`config.mk`:
```
export PLATFORM = sky130hd
export DESIGN_NAME = p4_pipe_addsub_flat
export DESIGN_NICKNAME = d
export VERILOG_FILES = /design/src/rtl/p4_pipe_addsub_if.sv /design/src/rtl/p4_pipe_addsub.sv /design/src/flat_wrapper.sv
export SDC_FILE = /design/constraint.sdc
export NUM_CORES = 1
export LEC_CHECK = 0
export ABC_AREA = 1
export CELL_PAD_IN_SITES_DETAIL_PLACEMENT = 0
export CELL_PAD_IN_SITES_GLOBAL_PLACEMENT = 2
export CORE_MARGIN = 2
export CORE_UTILIZATION = 35
export CTS_CLUSTER_DIAMETER = 150
export CTS_CLUSTER_SIZE = 30
export DETAILED_ROUTE_END_ITERATION = 6
export PLACE_DENSITY = 0.92
export REMOVE_ABC_BUFFERS = 1
export SYNTH_ARGS = -nofsm -noshare
export SYNTH_HDL_FRONTEND = slang
export SYNTH_SLANG_ARGS = --single-unit
```
`constraint.sdc`:
```
create_clock -name clk -period 17.2 [get_ports clk]
set_input_delay 3.44 -clock clk [delete_from_list [all_inputs] [get_ports clk]]
set_output_delay 3.44 -clock clk [all_outputs]
set_load 0.01 [all_outputs]
```
`src/rtl/p4_pipe_addsub_if.sv`:
```
// p4_pipe_addsub_if
// Handshake and data bundle for the pipelined P4 adder/subtractor.
//   master : operand source / result consumer side (drives operands, out_ready)
//   slave  : the adder pipeline (drives in_ready and the result fields)
// Signals:
//   in_valid/in_ready   operand transfer handshake
//   a, b, cin, sub      operands, carry-in and add(0)/subtract(1) select
//   in_tag              user tag travelling with the operation
//   out_valid/out_ready result transfer handshake
//   s, cout, ovf        result, MSB carry-out, two's-complement overflow
//   out_tag             tag belonging to the presented result
interface p4_pipe_addsub_if #(
    parameter int NBIT  = 32,
    parameter int TAG_W = 4
);
    logic             in_valid;
    logic             in_ready;
    logic [NBIT-1:0]  a;
    logic [NBIT-1:0]  b;
    logic             cin;
    logic             sub;
    logic [TAG_W-1:0] in_tag;
    logic             out_valid;
    logic             out_ready;
    logic [NBIT-1:0]  s;
    logic             cout;
    logic             ovf;
    logic [TAG_W-1:0] out_tag;

    modport master (
        output in_valid, a, b, cin, sub, in_tag, out_ready,
        input  in_ready, out_valid, s, cout, ovf, out_tag
    );

    modport slave (
        input  in_valid, a, b, cin, sub, in_tag, out_ready,
        output in_ready, out_valid, s, cout, ovf, out_tag
    );
endinterface

```
`src/rtl/p4_pipe_addsub.sv`:
```
// p4_pipe_addsub
// Pipelined add/subtract unit. The NBIT operation is cut into NSTAGES equal
// slices; stage k adds slice k-1 with a carry-select adder built from
// NBIT_PER_BLOCK-bit blocks, and the slice carry is registered for the next
// stage. Operands ride forward with the operation (skew) and finished low
// slices ride forward too (deskew) so the result leaves bit-aligned.
// A single global enable stalls every stage when the output is held.
// Ports:
//   clk  : clock, all state updates on posedge
//   rst  : synchronous active-high reset, drops everything in flight
//   bus  : p4_pipe_addsub_if slave modport (handshakes, operands, result)
module p4_pipe_addsub #(
    parameter int NBIT           = 32,
    parameter int NBIT_PER_BLOCK = 4,
    parameter int NSTAGES        = 2,
    parameter int TAG_W          = 4
) (
    input logic               clk,
    input logic               rst,
    p4_pipe_addsub_if.slave   bus
);
    localparam int SW   = NBIT / NSTAGES;
    localparam int NBLK = SW / NBIT_PER_BLOCK;
    localparam int LAST = NSTAGES - 1;
    localparam logic [NBIT_PER_BLOCK:0] ONE = 1;

    // Carry-select slice adder: every block precomputes its sum for both
    // incoming carries and the rippling block carry only picks one.
    function automatic logic [SW:0] slice_add(
        input logic [SW-1:0] x,
        input logic [SW-1:0] y,
        input logic          ci
    );
        logic [SW-1:0]           sum;
        logic                    c;
        logic [NBIT_PER_BLOCK:0] r0;
        logic [NBIT_PER_BLOCK:0] r1;
        sum = '0;
        c   = ci;
        for (int k = 0; k < NBLK; k++) begin
            r0 = {1'b0, x[k*NBIT_PER_BLOCK +: NBIT_PER_BLOCK]}
               + {1'b0, y[k*NBIT_PER_BLOCK +: NBIT_PER_BLOCK]};
            r1 = r0 + ONE;
            sum[k*NBIT_PER_BLOCK +: NBIT_PER_BLOCK] =
                c ? r1[NBIT_PER_BLOCK-1:0] : r0[NBIT_PER_BLOCK-1:0];
            c = c ? r1[NBIT_PER_BLOCK] : r0[NBIT_PER_BLOCK];
        end
        return {c, sum};
    endfunction

    // Stage inputs (element i feeds stage i+1)
    logic [NBIT-1:0]  a_in   [NSTAGES];
    logic [NBIT-1:0]  b_in   [NSTAGES];
    logic [NBIT-1:0]  s_in   [NSTAGES];
    logic             c_in   [NSTAGES];
    logic             v_in   [NSTAGES];
    logic [TAG_W-1:0] t_in   [NSTAGES];

    // Stage registers (element i is the output of stage i+1)
    logic [NBIT-1:0]  a_q    [NSTAGES];
    logic [NBIT-1:0]  b_q    [NSTAGES];
    logic [NBIT-1:0]  s_q    [NSTAGES];
    logic             c_q    [NSTAGES];
    logic             v_q    [NSTAGES];
    logic [TAG_W-1:0] t_q    [NSTAGES];

    logic [SW:0]      slice_res [NSTAGES];
    logic [NBIT-1:0]  s_next    [NSTAGES];
    logic             ovf_next;
    logic             ovf_q;
    logic             en;

    // The pipeline only moves when the output register is empty or being
    // drained; in_ready must not depend on in_valid.
    assign en           = !v_q[LAST] || bus.out_ready;
    assign bus.in_ready = en;

    assign bus.out_valid = v_q[LAST];
    assign bus.s         = s_q[LAST];
    assign bus.cout      = c_q[LAST];
    assign bus.ovf       = ovf_q;
    assign bus.out_tag   = t_q[LAST];

    // Stage 1 takes the bus with B already conditioned for subtraction
    // (invert B, fold the sub into the carry-in); later stages take the
    // previous stage's registers. Each stage drops its slice into the
    // partially built result word.
    always_comb begin
        for (int i = 0; i < NSTAGES; i++) begin
            if (i == 0) begin
                a_in[i] = bus.a;
                b_in[i] = bus.b ^ {NBIT{bus.sub}};
                s_in[i] = '0;
                c_in[i] = bus.cin ^ bus.sub;
                v_in[i] = bus.in_valid;
                t_in[i] = bus.in_tag;
            end else begin
                a_in[i] = a_q[i-1];
                b_in[i] = b_q[i-1];
                s_in[i] = s_q[i-1];
                c_in[i] = c_q[i-1];
                v_in[i] = v_q[i-1];
                t_in[i] = t_q[i-1];
            end
            slice_res[i] = slice_add(a_in[i][i*SW +: SW], b_in[i][i*SW +: SW], c_in[i]);
            s_next[i]    = s_in[i];
            s_next[i][i*SW +: SW] = slice_res[i][SW-1:0];
        end
        // Overflow: operands agree in sign but the result sign differs.
        ovf_next = (a_in[LAST][NBIT-1] == b_in[LAST][NBIT-1])
                && (s_next[LAST][NBIT-1] != a_in[LAST][NBIT-1]);
    end

    // Valid bits advance on every enabled cycle so bubbles travel as
    // valid=0; data registers only load behind a valid operation so the
    // last delivered result stays on s/cout/ovf/out_tag across bubbles.
    always_ff @(posedge clk) begin
        if (rst) begin
            for (int i = 0; i < NSTAGES; i++) begin
                a_q[i] <= '0;
                b_q[i] <= '0;
                s_q[i] <= '0;
                c_q[i] <= 1'b0;
                v_q[i] <= 1'b0;
                t_q[i] <= '0;
            end
            ovf_q <= 1'b0;
        end else if (en) begin
            for (int i = 0; i < NSTAGES; i++) begin
                v_q[i] <= v_in[i];
                if (v_in[i]) begin
                    a_q[i] <= a_in[i];
                    b_q[i] <= b_in[i];
                    s_q[i] <= s_next[i];
                    c_q[i] <= slice_res[i][SW];
                    t_q[i] <= t_in[i];
                end
            end
            if (v_in[LAST]) begin
                ovf_q <= ovf_next;
            end
        end
    end
endmodule

```
`src/flat_wrapper.sv`:
```
// flat-port wrapper written by rule: the top's interface ports become plain ports
module p4_pipe_addsub_flat 
#(
    parameter int NBIT           = 32,
    parameter int NBIT_PER_BLOCK = 4,
    parameter int NSTAGES        = 2,
    parameter int TAG_W          = 4
)
  (clk, rst, bus_in_valid, bus_a, bus_b, bus_cin, bus_sub, bus_in_tag, bus_out_ready, bus_in_ready, bus_out_valid, bus_s, bus_cout, bus_ovf, bus_out_tag);
  p4_pipe_addsub_if #(.NBIT(NBIT), .TAG_W(TAG_W)) bus_i ();
  input logic clk;
  input logic rst;
  input wire logic [$bits(bus_i.in_valid)-1:0] bus_in_valid;
  input wire logic [$bits(bus_i.a)-1:0] bus_a;
  input wire logic [$bits(bus_i.b)-1:0] bus_b;
  input wire logic [$bits(bus_i.cin)-1:0] bus_cin;
  input wire logic [$bits(bus_i.sub)-1:0] bus_sub;
  input wire logic [$bits(bus_i.in_tag)-1:0] bus_in_tag;
  input wire logic [$bits(bus_i.out_ready)-1:0] bus_out_ready;
  output wire logic [$bits(bus_i.in_ready)-1:0] bus_in_ready;
  output wire logic [$bits(bus_i.out_valid)-1:0] bus_out_valid;
  output wire logic [$bits(bus_i.s)-1:0] bus_s;
  output wire logic [$bits(bus_i.cout)-1:0] bus_cout;
  output wire logic [$bits(bus_i.ovf)-1:0] bus_ovf;
  output wire logic [$bits(bus_i.out_tag)-1:0] bus_out_tag;
  assign bus_i.in_valid = bus_in_valid;
  assign bus_i.a = bus_a;
  assign bus_i.b = bus_b;
  assign bus_i.cin = bus_cin;
  assign bus_i.sub = bus_sub;
  assign bus_i.in_tag = bus_in_tag;
  assign bus_i.out_ready = bus_out_ready;
  assign bus_in_ready = bus_i.in_ready;
  assign bus_out_valid = bus_i.out_valid;
  assign bus_s = bus_i.s;
  assign bus_cout = bus_i.cout;
  assign bus_ovf = bus_i.ovf;
  assign bus_out_tag = bus_i.out_tag;
  p4_pipe_addsub #(.NBIT(NBIT), .NBIT_PER_BLOCK(NBIT_PER_BLOCK), .NSTAGES(NSTAGES), .TAG_W(TAG_W)) u_core (.clk(clk), .rst(rst), .bus(bus_i));
endmodule
```
==> results of run 1 <==
==> final cells by class <==
cell class | count | area [µm²] | share of cell area, %
Sequential cell | 93 | 2780 | 37.4
Multi-Input combinational cell | 380 | 2440 | 32.9
Clock buffer | 10 | 229 | 3.08
Timing Repair Buffer | 116 | 1150 | 15.4
Inverter | 114 | 428 | 5.75
Clock inverter | 6 | 134 | 1.80
Tap cell | 216 | 270 | 3.63
==> worst min-delay path, cell delays in order (launching register included) <==
cell     delay (ps)
dfxtp_1         310
nand3_1          80
nand2_1          50
==> Yosys cell counts, types with 2 or more instances <==
library cell	instances
nand3_1	37
edfxtp_1	92
inv_2	3
nor2_1	79
nor3_1	8
a21oi_1	40
nand2_4	3
clkbuf_1	10
ha_1	41
xor2_1	19
inv_1	110
o21ai_0	23
xnor2_1	30
nand2_2	4
buf_1	2
nand3b_1	2
fa_1	8
nand2_1	70
nand4_1	3
==> flip-flops by register name, indices dropped and copies added (netlist names) <==
name	flops
u_core.a_q	16
u_core.b_q	16
u_core.bus.ovf	1
u_core.c_q	2
u_core.s_q	48
u_core.t_q	8
u_core.v_q	2
==> logic make-up after synthesis <==
logic type	count (synthesis)
fa+ha+maj	49
buf+inv	127
flops	93
simple gates	212
mux	1
xor+xnor	50
compound gates	68
==> through the flow <==
| stage | total power [µW] | area [µm²] | util, % |
|---|---|---|---|
| floorplan | 430 | 5630 | - |
| CTS | 746 | 7440 | 46.8 |
| detailed placement | 503 | 7070 | 44.5 |
| global route | 781 | 7440 | 46.8 |
| global placement | 498 | 7070 | 44.5 |
| finish | 736 | 7440 | 46.8 |
==> metal layers <==
metal,GRT usage [%],up-vias,part of all wire (%),wire length [µm]
li1,-,2179,-,-
met1,15.2,1928,44,4810
met2,24.1,83,51,5560
met3,2.74,8,4.5,498
met4,4.05,0,0.97,106
met5,0,-,0,0
==> worst paths after layout <==
| path | endpoint | slack [ps] | cells past startpoint |
|---|---|---|---|
| max | bus_in_ready | 9010 | 4 |
| min | u_core.bus.ovf | 480 | 2 |
| max reg2reg | u_core.s_q[0][60] | 14350 | 16 |
| min reg2reg | u_core.bus.ovf | 480 | 2 |
==> power by group through the flow <==
stage	sequential [µW]	combinational, µW	clock (µW)
3_5_place_dp	299	205	0
6_report	294	203	239
5_1_grt	297	230	254
2_1_floorplan	303	127	0
3_3_place_gp	298	200	0
4_1_cts	294	206	246
==> impl_metrics.toml, run 1 <==
[timing]
worstMarginPinSlew_ps = 954
fin_skew_ps = 5.79
final-hold-violation-count = 0
fmax_mhz = 122
max_slew_margin_pct = 36.2
period_minus_slack_ps = 8190
rsz0062_at_grt = "no"
hold_ws_ps = 477
slew_violations = 0
setup_tns_ps = 0
setup_slack_ps = 9010
fin_crit_sh_pct = 47.6
setup-violations-final = 0

[cells_and_area]
final_nets = 837
antenna_cells = 0
areaGrowthSynthToFinish_pct = 30.7
n_fill_cell = 1496
fin_cells = 935
drive_gt1_share_pct = 5.15
final_cell_mix = "clkdlybuf4s50_1 (112), inv_1 (110), edfxtp_1 (92)"
mostFrequentLayoutCell = "clkdlybuf4s50_1"

[run]
maxCapViolations = 0

[synthesis]
synth_fa_ha_area_share_pct = 11.8
synth_top_family_by_area = "simple AND/OR/NAND/NOR gates"
synth_compound_area_share_pct = 6.14
synthesis.area_mm2 = 0.00569
ys_ff_latch = 93
synth_top_area_cell = "edfxtp_1"
yosysWarnings = 0
synth_edf_count = 92
synth_ff_type = "edfxtp_1"
synthSimpleGateAreaFrac_pct = 16.4
synth_cell_types = 35
synth_mux_area_share_pct = 0.198
synth_area_leaders = "edfxtp_1 (49%), ha_1 (9.0%), inv_1 (7.3%), nor2_1 (5.2%), nand2_1 (4.6%)"
synthXorXnorAreaFrac_pct = 8.03
yosysSeqAreaShare_pct = 48.9
synth.avg_cell_area_um2 = 9.48
synth_cells = 600
synthArstFlopShare_pct = 0
yosys.area.top_type_share_pct = 48.6

[setup_path]
r2r-start = "u_core.b_q[0][16]"
crit_buf_inv = 3
critical_path_class = "primary input to output port"
critical_path.max_stage_delay_ps = 490
crit_start = "bus_out_ready"
arrival_ps = 4750
path_cells = "clkdlybuf4s50_1 > nor2_1 > inv_1 > clkdlybuf4s50_1"
cp.required_ps = 13760
cp_common_cell = "clkdlybuf4s50_1"
cp_slowest_cell = "clkdlybuf4s50_1"
critPathMaxFanout = 5
end_kind = "output port"
startpoint_type = "primary input"
cp_top_family = "buffers and inverters"

[detailed_routing]
ant_nets = 0
vias_per_cell = 4.49
vias = 4198
wl_um = 11000
wire_per_inst_um = 11.7
drc = 0
firstDrtPassIters = 4
drt_iter0_markers = 211

[place]
port_buffers = 113
pre_cts_ws_ps = 9010
gp_congestion = 0.825
dpl.hpwl_um = 8000
dp_cells = 919

[power]
ir_worst_vdd_v = 0.0000401
p_leak_uw = 0.00323
power_switching_share_pct = 27.8
comb_power_share_pct = 27.6
switching_power_uw = 204
sequentialPowerShare_pct = 39.9
p_int_uw = 531
p_per_area_mw_per_mm2 = 98.9
pwr-share-clk_pct = 32.5

[global_routing]
antenna_found_initial = 0
track_usage_pct = 13.1
grt_pass1_vias = 4184
overflow = 0
grt_pass1_wl_um = 18600
grt_max_degree = 67

[clock_network]
cts_tree = "built"
ctsHtreeMaxLevel = 3
cts_made_buffers = 9
cts_hold_buf = 0
clock-sinks = 93
root_buffer = "clkbuf_16"
clockBufferDepth = 2
clk_latency_ps = 330
cts_setup_buffers = 0
clk_pin_slew_ps = 60
cts_resized = 0

[floorplanning]
io_pins = 114
dieArea_mm2 = 0.0173
die_h_um = 131
core_area_mm2 = 0.0159
rows = 46
initial_utilization_pct = 35.8
die_w_um = 131

[worst_hold_path]
hp-class = "register to register"
min_from = "u_core.bus.ovf"

[outcome]
status = "finished, final reports clean"
Note: power is estimated with default switching activity, not from simulation.
==> run 2, diff against run 1 <==
CORE_UTILIZATION = 32   (was 35)
PLACE_DENSITY = 0.86   (was 0.92)
clock period = 8.2 ns   (was 17.2 ns; I/O delays follow)
==> run 2 against run 1 <==
Compared with the run above:
- worst setup slack got worse by 5400 ps
- global-route usage decreased by 0.80 points
- clock power increased by 74%
- final cell count increased by 0.86%
- final area decreased by 0.79%
- routed wire length increased by 1.0%
- sequential share of layout area increased by 0.30 points
- critical endpoint unchanged
- highest routed layer unchanged
==> impl_metrics.toml, run 2 (synthesis gave the netlist of run 1 again) <==
[setup_path]
startpoint_type = "primary input"
cp.required_ps = 6560
crit_buf_inv = 3
critPathMaxFanout = 5
critical_path.max_stage_delay_ps = 490
cp.depth = 4
end_kind = "output port"
arrival_ps = 2970
crit_start = "bus_out_ready"
rr_worst_depth = 16
cp_top_family = "buffers and inverters"
path_cells = "clkdlybuf4s50_1 > nor2_1 > inv_1 > clkdlybuf4s50_1"
worstReg2RegEnd = "u_core.s_q[0][60]"
cp_slowest_cell = "clkdlybuf4s50_1"
critical_path_class = "primary input to output port"
r2r-start = "u_core.b_q[0][16]"
rrSetupSlack_ps = 5360
endpoint = "bus_in_ready"
cp_common_cell = "clkdlybuf4s50_1"

[cells_and_area]
areaGrowthSynthToFinish_pct = 29.7
regMostFlops = "u_core.s_q"
n_fill_cell = 1638
final_cell_mix = "clkdlybuf4s50_1 (112), inv_1 (110), edfxtp_1 (92)"
drive_gt1_share_pct = 5.01
antenna_cells = 0
utilization_pct = 42.5
reg_top3 = "u_core.s_q: 48 flops, u_core.a_q: 16 flops, u_core.b_q: 16 flops"
largest_reg_flops = 48
final_nets = 836
mostFrequentLayoutCell = "clkdlybuf4s50_1"

[timing]
fmax_mhz = 217
slew_violations = 0
worstMarginPinSlew_ps = 1030
final-hold-violation-count = 0
setup-violations-final = 0
fin_crit_sh_pct = 56.2
setup_tns_ps = 0
fin_skew_ps = 6.38
max_slew_margin_pct = 31.4
period_minus_slack_ps = 4610
rsz0062_at_grt = "no"
hold_ws_ps = 477

[detailed_routing]
wl_um = 11100
wire_per_inst_um = 11.8
vias_per_cell = 4.43
drt_iter0_markers = 238
vias = 4174
firstDrtPassIters = 4
ant_nets = 0
drc = 0

[clock_network]
cts_hold_buf = 0
root_buffer = "clkbuf_16"
cts_setup_buffers = 0
clk_pin_slew_ps = 70
clock-sinks = 93
ctsHtreeMaxLevel = 3
cts_tree = "built"
clockBufferDepth = 2
cts_made_buffers = 9
clk_latency_ps = 340
cts_resized = 0

[floorplanning]
core_area_mm2 = 0.0174
die_h_um = 137
die_w_um = 137
dieArea_mm2 = 0.0189
initial_utilization_pct = 32.8
rows = 48
io_pins = 114

[global_routing]
grt_pass1_vias = 4158
antenna_found_initial = 0
overflow = 0
track_usage_pct = 12.3
grt_max_degree = 66
grt_pass1_wl_um = 18300

[run]
maxCapViolations = 0

[place]
port_buffers = 113
dpl.hpwl_um = 8190
gp_congestion = 0.818

[worst_hold_path]
hp-class = "register to register"
hold_depth = 2

[power]
ir_worst_vdd_v = 0.0000821
p_leak_uw = 0.00319
p_per_area_mw_per_mm2 = 198

[outcome]
status = "finished, final reports clean"
-- run 2: worst min path at each step --
stage | from | endpoint | slack [ps]
2_1_floorplan | u_core.bus.ovf | u_core.bus.ovf | 490
5_1_grt | u_core.bus.ovf | u_core.bus.ovf | 500
3_3_place_gp | u_core.bus.ovf | u_core.bus.ovf | 470
6_report | u_core.bus.ovf | u_core.bus.ovf | 480
3_5_place_dp | u_core.bus.ovf | u_core.bus.ovf | 470
4_1_cts | u_core.bus.ovf | u_core.bus.ovf | 480
-- run 2: worst min-delay path, delay by kind of cell, from the launching register on --
kind | cells | cell delay (ps)
DFF | 1 | 310
and+or+nand+nor | 2 | 120
-- run 2: through the flow --
stage	instances	total power, µW	worst slack (ps)	area [µm²]
CTS	943	1480	3570	7380
global placement	927	1050	3330	7080
floorplan	587	902	2210	5630
global route	943	1560	3350	7380
detailed placement	927	1060	3230	7080
finish	943	1460	3590	7380
-- run 2: cell type report --
class / instances / area [µm²] / area share (%)
clock buffers: 10 / 229 / 3.10
well taps: 225 / 282 / 3.82
inverters: 114 / 428 / 5.80
flip-flops and latches: 93 / 2780 / 37.7
repair buffers: 115 / 1140 / 15.5
clock inverters: 6 / 71.3 / 0.967
multi-input cells: 380 / 2440 / 33.1
-- run 2: where the power goes --
group,leakage [µW],internal (µW),switching (µW)
clock,0.000140,239,178
sequential,0.00100,596,19.8
combinational,0.00205,189,236
-- run 2: per-layer routing --
layer  global-route usage, %  wire [µm]  up-vias  part of all wire (%)
li1                        -          -     2182                     -
met1                    14.9       5020     1879                    45
met2                    22.0       5400       99                    49
met3                    2.32        463       14                   4.2
met4                    4.01        208        0                   1.9
met5                       0          0        -                     0
==> run 3, diff against run 2 <==
CORE_UTILIZATION = 29   (was 32)
PLACE_DENSITY = 0.82   (was 0.86)
clock period = 4 ns   (was 8.2 ns; I/O delays follow)
==> run 3 against run 2 <==
Compared with the run above:
- die area rose by 10%
- non-clock buffer count is 2 higher
- clock skew grew 1.6 ps
- final cell count up 4.5%
- critical path type is now primary input to register
- highest routed layer unchanged
==> impl_metrics.toml, run 3 (synthesis gave the netlist of run 1 again) <==
[place]
dp_cells = 969
gp_congestion = 0.816
placedInstanceArea_mm2 = 0.00714
port_buffers = 113
pre_cts_ws_ps = 313
dpl.hpwl_um = 8710

[cells_and_area]
regMostFlops = "u_core.s_q"
drive_gt1_share_pct = 5.28
utilization_pct = 38.4
largest_reg_flops = 48
areaGrowthSynthToFinish_pct = 30.4
final_cell_mix = "clkdlybuf4s50_1 (112), inv_1 (110), edfxtp_1 (92)"
fin_cells = 985
mostFrequentLayoutCell = "clkdlybuf4s50_1"
stdcell_area_mm2 = 0.00742
n_fill_cell = 1909
final_nets = 838
antenna_cells = 0
reg_top3 = "u_core.s_q: 48 flops, u_core.a_q: 16 flops, u_core.b_q: 16 flops"

[clock_network]
root_buffer = "clkbuf_16"
clock-sinks = 93
clk_latency_ps = 340
ctsHtreeMaxLevel = 3
cts_resized = 0
clockBufferDepth = 2
cts_setup_buffers = 0
cts_made_buffers = 9
clk_pin_slew_ps = 70
cts_hold_buf = 0
cts_tree = "built"

[timing]
rsz0062_at_grt = "no"
setup_slack_ps = 662
fin_skew_ps = 8.02
final-hold-violation-count = 0
hold_ws_ps = 476
period_minus_slack_ps = 3340
fin_crit_sh_pct = 83.5
max_slew_margin_pct = 35.8
worstMarginPinSlew_ps = 960
fmax_mhz = 300
slew_violations = 0
setup-violations-final = 0

[setup_path]
cp.required_ps = 4100
path_cells = "clkdlybuf4s50_1 > xor2_1 > ha_1 > fa_1 > ha_1 > inv_1 > nor3_4 > nand3_1 > nand2_2 > inv_2 > nand2_4 > nand3_2 > nand2_2 > inv_2 > nor2_1 > nor2_1"
rrSetupSlack_ps = 1170
startpoint_type = "primary input"
rr_worst_depth = 16
arrival_ps = 3430
critical_path.max_stage_delay_ps = 530
cp_slowest_cell = "fa_1"
critical_path_class = "primary input to register"
end_kind = "register"
critPathMaxFanout = 6
r2r-start = "u_core.b_q[0][16]"
worstReg2RegEnd = "u_core.s_q[0][60]"

[power]
p_leak_uw = 0.00319
p_per_area_mw_per_mm2 = 396
ir_worst_vdd_v = 0.000166
sequentialPowerShare_pct = 43.0
pwr-share-clk_pct = 27.0
comb_power_share_pct = 29.9
switching_power_uw = 901
power_switching_share_pct = 30.7
p_int_uw = 2040

[detailed_routing]
wire_per_inst_um = 11.7
vias = 4159
vias_per_cell = 4.22
drc = 0
drt_iter0_markers = 133
ant_nets = 0
firstDrtPassIters = 4
wl_um = 11500

[global_routing]
grt_pass1_wl_um = 18900
track_usage_pct = 11.5
antenna_found_initial = 0
busiest_layer = "met2"
grt_pass1_vias = 4132
grtUsageMet1_pct = 13.7
use_met3_pct = 2.28
use_met2_pct = 20.6
overflow = 0
grt_max_degree = 66

[floorplanning]
die_h_um = 144
rows = 51
core_area_mm2 = 0.0193
die_w_um = 144
initial_utilization_pct = 29.4
dieArea_mm2 = 0.0208
io_pins = 114

[worst_hold_path]
min_from = "u_core.bus.ovf"
whs_endpoint = "u_core.bus.ovf"
hp-class = "register to register"
hold_depth = 2

[run]
maxCapViolations = 0

[outcome]
status = "finished, final reports clean"
run 3: layer usage:
layer  up-vias  part of all wire, %  routed length [µm]
li1       2179                    -                   -
met1      1885                   43                4940
met2        82                   51                5860
met3        13                  4.4                 510
met4         0                  1.7                 198
met5         -                    0                   0
run 3: final cells by class:
type                       count  area, µm²  share of cell area [%]
clock buffer                   9        225                    3.04
clock inverter                 7       51.3                   0.692
inverter                     114        428                    5.77
multi-input combinational    380       2440                    32.9
sequential                    93       2780                    37.5
tap                          265        332                    4.47
timing repair buffer         117       1160                    15.6
run 3: worst max-delay path by stage:
stage                              endpoint  cells past startpoint          start
after floorplan           u_core.a_q[0][16]                      2  bus_out_ready
after global placement    u_core.s_q[0][13]                     16       bus_b[0]
after detailed placement  u_core.s_q[0][13]                     16       bus_b[0]
after CTS                 u_core.s_q[0][13]                     16       bus_b[0]
after global routing      u_core.s_q[0][12]                     16       bus_b[0]
final                     u_core.s_q[0][12]                     16       bus_b[0]
run 3: power groups by stage:
| stage | clock, µW | combinational (µW) | sequential, µW |
|---|---|---|---|
| final | 794 | 879 | 1260 |
| after global routing | 858 | 1010 | 1280 |
| after CTS | 828 | 895 | 1270 |
| after detailed placement | 0 | 889 | 1290 |
| after global placement | 0 | 869 | 1290 |
| after floorplan | 0 | 545 | 1300 |
run 3: critical path, delay by kind of cell:
kind                       cells  cell delay (ps)
adders and majority gates      3              910
and+or+nand+nor                8              940
xor gates and xnor gates       1              150
buffers and inverters          4              600
run 3: per-stage QoR:
step	TNS (ps)	total power [µW]
after CTS	0	2990
after floorplan	-76310	1850
after detailed placement	0	2180
final	0	2940
after global placement	0	2150
after global routing	0	3140
